## src/rtl/pipe_ctrl.sv

```systemverilog
// pipe_ctrl: pipeline sequencing controller for the five-stage core.
//   Merges stall requests into the per-stage stall vector. Converts MEM
//   exceptions into a one-cycle flush and an exception-vector PC. Runs a
//   bus-stall watchdog and a saturating stall-cycle counter.
// Ports:
//   clk, rst (async, active-low)
//   stallreq_if/id/ex/mem  stall requests from each stage
//   excepttype_i           MEM exception code, 0 = none
//   cp0_epc_i              forwarded CP0 EPC (eret target)
//   cnt_clr                synchronous clear of stall_cnt
//   stall[5:0]             PC, IF, ID, EX, MEM, WB hold bits
//   flush, new_pc          pipeline flush and redirect target
//   bus_timeout            one-cycle watchdog pulse (registered)
//   stall_cnt              stall-cycle count (registered, saturating)
module pipe_ctrl #(
  parameter logic [31:0] EBASE       = 32'h0000_0000,
  parameter int unsigned TIMEOUT_CYC = 256
) (
  input  logic        clk,
  input  logic        rst,
  input  logic        stallreq_if,
  input  logic        stallreq_id,
  input  logic        stallreq_ex,
  input  logic        stallreq_mem,
  input  logic [31:0] excepttype_i,
  input  logic [31:0] cp0_epc_i,
  input  logic        cnt_clr,
  output logic [5:0]  stall,
  output logic        flush,
  output logic [31:0] new_pc,
  output logic        bus_timeout,
  output logic [31:0] stall_cnt
);

  localparam int unsigned     WD_W    = $clog2(TIMEOUT_CYC) + 1;
  localparam logic [WD_W-1:0] WD_LAST = WD_W'(TIMEOUT_CYC - 1);

  typedef enum logic {
    RUN,
    POSTFLUSH
  } state_t;

  state_t          state;
  state_t          state_next;
  logic [WD_W-1:0] wd;
  logic            bus_req;

  // State register
  always_ff @(posedge clk or negedge rst) begin
    if (!rst) begin
      state <= RUN;
    end else begin
      state <= state_next;
    end
  end

  // Next-state logic: any exception seen in RUN flushes; the following
  // cycle ignores the exception input.
  always_comb begin
    state_next = state;
    unique case (state)
      RUN:       if (excepttype_i != '0) state_next = POSTFLUSH;
      POSTFLUSH: state_next = RUN;
      default:   state_next = RUN;
    endcase
  end

  // Output logic: flush overrides every stall request.
  always_comb begin
    flush  = 1'b0;
    new_pc = '0;
    stall  = '0;
    if (rst) begin
      if (state == RUN && excepttype_i != '0) begin
        flush = 1'b1;
        unique case (excepttype_i)
          32'h0000_0001: new_pc = EBASE + 32'h20;
          32'h0000_000e: new_pc = cp0_epc_i;
          default:       new_pc = EBASE + 32'h40;
        endcase
      end else if (stallreq_mem) begin
        stall = 6'b011111;
      end else if (stallreq_ex) begin
        stall = 6'b001111;
      end else if (stallreq_id || stallreq_if) begin
        stall = 6'b000111;
      end
    end
  end

  assign bus_req = stallreq_if | stallreq_mem;

  // Watchdog: wraps at TIMEOUT_CYC so a persistent stall pulses periodically.
  always_ff @(posedge clk or negedge rst) begin
    if (!rst) begin
      wd          <= '0;
      bus_timeout <= 1'b0;
    end else if (flush || !bus_req) begin
      wd          <= '0;
      bus_timeout <= 1'b0;
    end else if (wd == WD_LAST) begin
      wd          <= '0;
      bus_timeout <= 1'b1;
    end else begin
      wd          <= wd + WD_W'(1);
      bus_timeout <= 1'b0;
    end
  end

  // Stall-cycle counter; clear has priority over increment.
  always_ff @(posedge clk or negedge rst) begin
    if (!rst) begin
      stall_cnt <= '0;
    end else if (cnt_clr) begin
      stall_cnt <= '0;
    end else if (stall[0] && stall_cnt != '1) begin
      stall_cnt <= stall_cnt + 32'd1;
    end
  end

endmodule

```

## config.mk

```make
export PLATFORM = sky130hd
export DESIGN_NAME = pipe_ctrl
export DESIGN_NICKNAME = d
export VERILOG_FILES = /design/src/rtl/pipe_ctrl.sv
export SDC_FILE = /design/constraint.sdc
export NUM_CORES = 1
export LEC_CHECK = 0
export ABC_AREA = 1
export BUFFER_PORTS_ARGS = -buffer_cell sky130_fd_sc_hd__buf_2
export CAP_MARGIN = 20
export CORE_ASPECT_RATIO = 2
export CORE_MARGIN = 8
export CORE_UTILIZATION = 44
export CTS_CLUSTER_DIAMETER = 200
export DETAILED_ROUTE_END_ITERATION = 6
export PLACE_DENSITY = 0.78
export SLEW_MARGIN = 20
export SYNTH_ARGS = -nofsm -noshare
export SYNTH_HDL_FRONTEND = slang
export SYNTH_SLANG_ARGS = --single-unit
```

## constraint.sdc

```tcl
create_clock -name clk -period 1.5 [get_ports clk]
set_input_delay 0.075 -clock clk [delete_from_list [all_inputs] [get_ports clk]]
set_output_delay 0.075 -clock clk [all_outputs]
set_load 0.02 [all_outputs]
```

==> impl_metrics.ini <==
[floorplanning]
coreArea_mm2 = 0.00749
die_area_mm2 = 0.0108
io_pins = 143
start_util = 0.445
num_rows = 45
die_h_um = 139
fp.dieW_um = 77.5

[layout]
final_common_cell = nand2_1
final_cell_mix = 162 x nand2_1, 104 x buf_2, 99 x buf_4, 95 x nor2_1, 46 x nand3_1
n_fill_cell = 553
area_growth_pct = 70.0
fin_nets = 853
diodes = 0
finalNonFillerCells = 875
drive_gt1_frac = 0.451
design_area_mm2 = 0.00566
seq_area_mm2 = 0.00108
multi_input_area_mm2 = 0.00237

[min_path]
hold_start = stallreq_if
hold_class = input port to flip-flop

[timing]
post-route-min-period_ns = 1.75
slew_viol_final = 0
finalSetupViolations = 33
skew_ns = 0.00485
relSlewSlack = 0.450
hold_viol = 0
worstMarginPinSlew_ns = 0.819
rsz0062_at_grt = yes
fmax_mhz = 572
min_period_over_period = 1.17
finalWorstSetupSlack_ns = -0.248

[synthesis]
ys_seq_area_frac = 0.323
syn_avg_cell_area_um2 = 6.03
synthAdderAreaFrac = 0.00751
syn_inst = 553
synth_top_area_share = 0.323
yosys_warnings = 0
synth.area.top_cells = dfrtp_1 32%, nand2_1 23%, nor2_1 15%
synth_top_family_by_area = simple AND/OR/NAND/NOR gates
syn_nets = 626
synthDistinctLibCells = 32
synthMuxAreaShare = 0
synth_simple_gate_area_frac = 0.504
synthXorXnorAreaFrac = 0.0447
yosys_register_bits = 43
synth-compound-area-share = 0.0293
yosys.area.top_type = dfrtp_1
synth_area_mm2 = 0.00333

[route]
route.detailed.drc = 1
drt_iter0_drc = 467
dr.pass1.iters = 7
drtAntennaViolNets = 0
wl_per_cell_um = 15.8
vias = 4514
post_drt_via_cell_ratio = 5.16
wl_um = 13800

[clock_tree]
clockBufferDepth = 2
path_clk_slew_ns = 0.06
cts_tree = yes
clock-sinks = 43
htreeDepth = 2
clk_latency_ns = 0.29
cts_buffers = 5
cts_root_buf = clkbuf_16

[grt]
track_usage = 0.219
grt_first_pass_wirelength_um = 19600
grt_max_degree = 38
antenna_found_initial = 0
grt_pass1_vias = 4181
grt_overflow = 0

[worst_setup_path]
required_ns = 1.68
crit_fanout = 8
start_kind = flip-flop
arrival_ns = 1.92
crit_path_end_kind = flip-flop
path_class = flip-flop to flip-flop
worstReg2RegStart = stall_cnt[1]
crit_start = stall_cnt[1]

[status]
status = finished, violations left
violations = DRC, setup timing

[place]
gp_congestion = 0.953
dp_cells = 843
io_buffers = 141
place.detailed.hpwl_um = 8570
post_dp_cell_area_mm2 = 0.00466

[power_and_ir_drop]
ir_drop_uv = 478
leakage_nw = 2.83
power.density_mw_per_mm2 = 485

[job]
max_cap_violations = 0
==> flip-flops by register name, indices dropped and copies added, names as in the netlist <==
register / count
stall_cnt: 32
wd: 9
state: 1
bus_timeout: 1
==> path summary, 6_finish.rpt <==
path | to | slack [ns] | cells past startpoint
min in group asynchronous | wd[1] | 0.54 | 4
min | wd[4] | 0.19 | 3
max in group asynchronous | wd[5] | 0.38 | 4
min reg2reg | wd[8] | 0.51 | 2
max reg2reg | stall_cnt[9] | -0.25 | 11
max | stall_cnt[9] | -0.25 | 11
==> metrics by stage <==
step	hold slack, ns	power (mW)	util	TNS, ns	worst slack [ns]
finish	0.185	2.75	0.756	-7.03	-0.248
global route	0.199	2.86	0.756	-10.92	-0.350
CTS	0.175	2.72	0.680	-4.18	-0.141
detailed placement	-0.00444	1.58	0.623	-7.48	-0.256
global placement	-0.00384	1.57	0.623	-5.19	-0.189
floorplan	-0.221	1.39	-	-4.55	-0.150
==> report_power, final <==
group	switching, mW	internal [mW]
clock network	0.431	0.615
registers	0.0234	1.18
logic	0.266	0.230
==> cell usage after synthesis, drive strengths merged <==
library cell,instances
nand2,205
nor2,137
nand3,53
dfrtp,43
inv,43
buf,15
xor2,11
clkbuf,7
a21oi,6
nand4,6
xnor2,6
nor3,4
o21ai,3
ha,2
o21a,2
o21bai,2
a211oi,1
a21boi,1
and2,1
clkinv,1
conb,1
nand3b,1
nor2b,1
or2,1
==> critical path, cell delays in order, from the launching register on <==
cell and delay, ns:
dfrtp_2 0.39, ha_4 0.15, nand2_4 0.05, nor2_4 0.13, nand2_4 0.08, nor2_4 0.10
nand4_1 0.15, nand3_4 0.19, buf_12 0.14, nand2_8 0.09, nand2_2 0.11, nand2_1 0.06
==> kinds of logic (layout without fill, tap and decap cells) <==
family,after synthesis,in the layout
xor gates and xnor gates,17,17
other,1,1
DFF,43,43
buffers and inverters,66,291
AOI/OAI and AO/OA,15,15
adders and majority gates,2,2
and+or+nand+nor,409,412
==> repair_timing <==
action	CTS	global route
cloned	4	7
pin swaps	8	23
gates resized for setup	29	141
buffers inserted	10	1
endpoints found under the setup margin	37	76
hold endpoints to repair	6	0
hold buffers	2	0
==> area by class of cell <==
type,instances,share of cell area
clock inverter,1,0.000884
timing repair buffer,239,0.316
multi-input combinational,447,0.418
tap,94,0.0208
clock buffer,7,0.0234
inverter,44,0.0300
sequential,43,0.190
==> layer usage <==
metal  wire length [um]  GRT usage  vias up
met3                941     0.0468       48
met1               5150      0.252     2079
met2               7250      0.376      226
met5                  0          0        -
met4                466     0.0912        0
li1                   -          -     2161
Power figures use the tool's default switching activity.
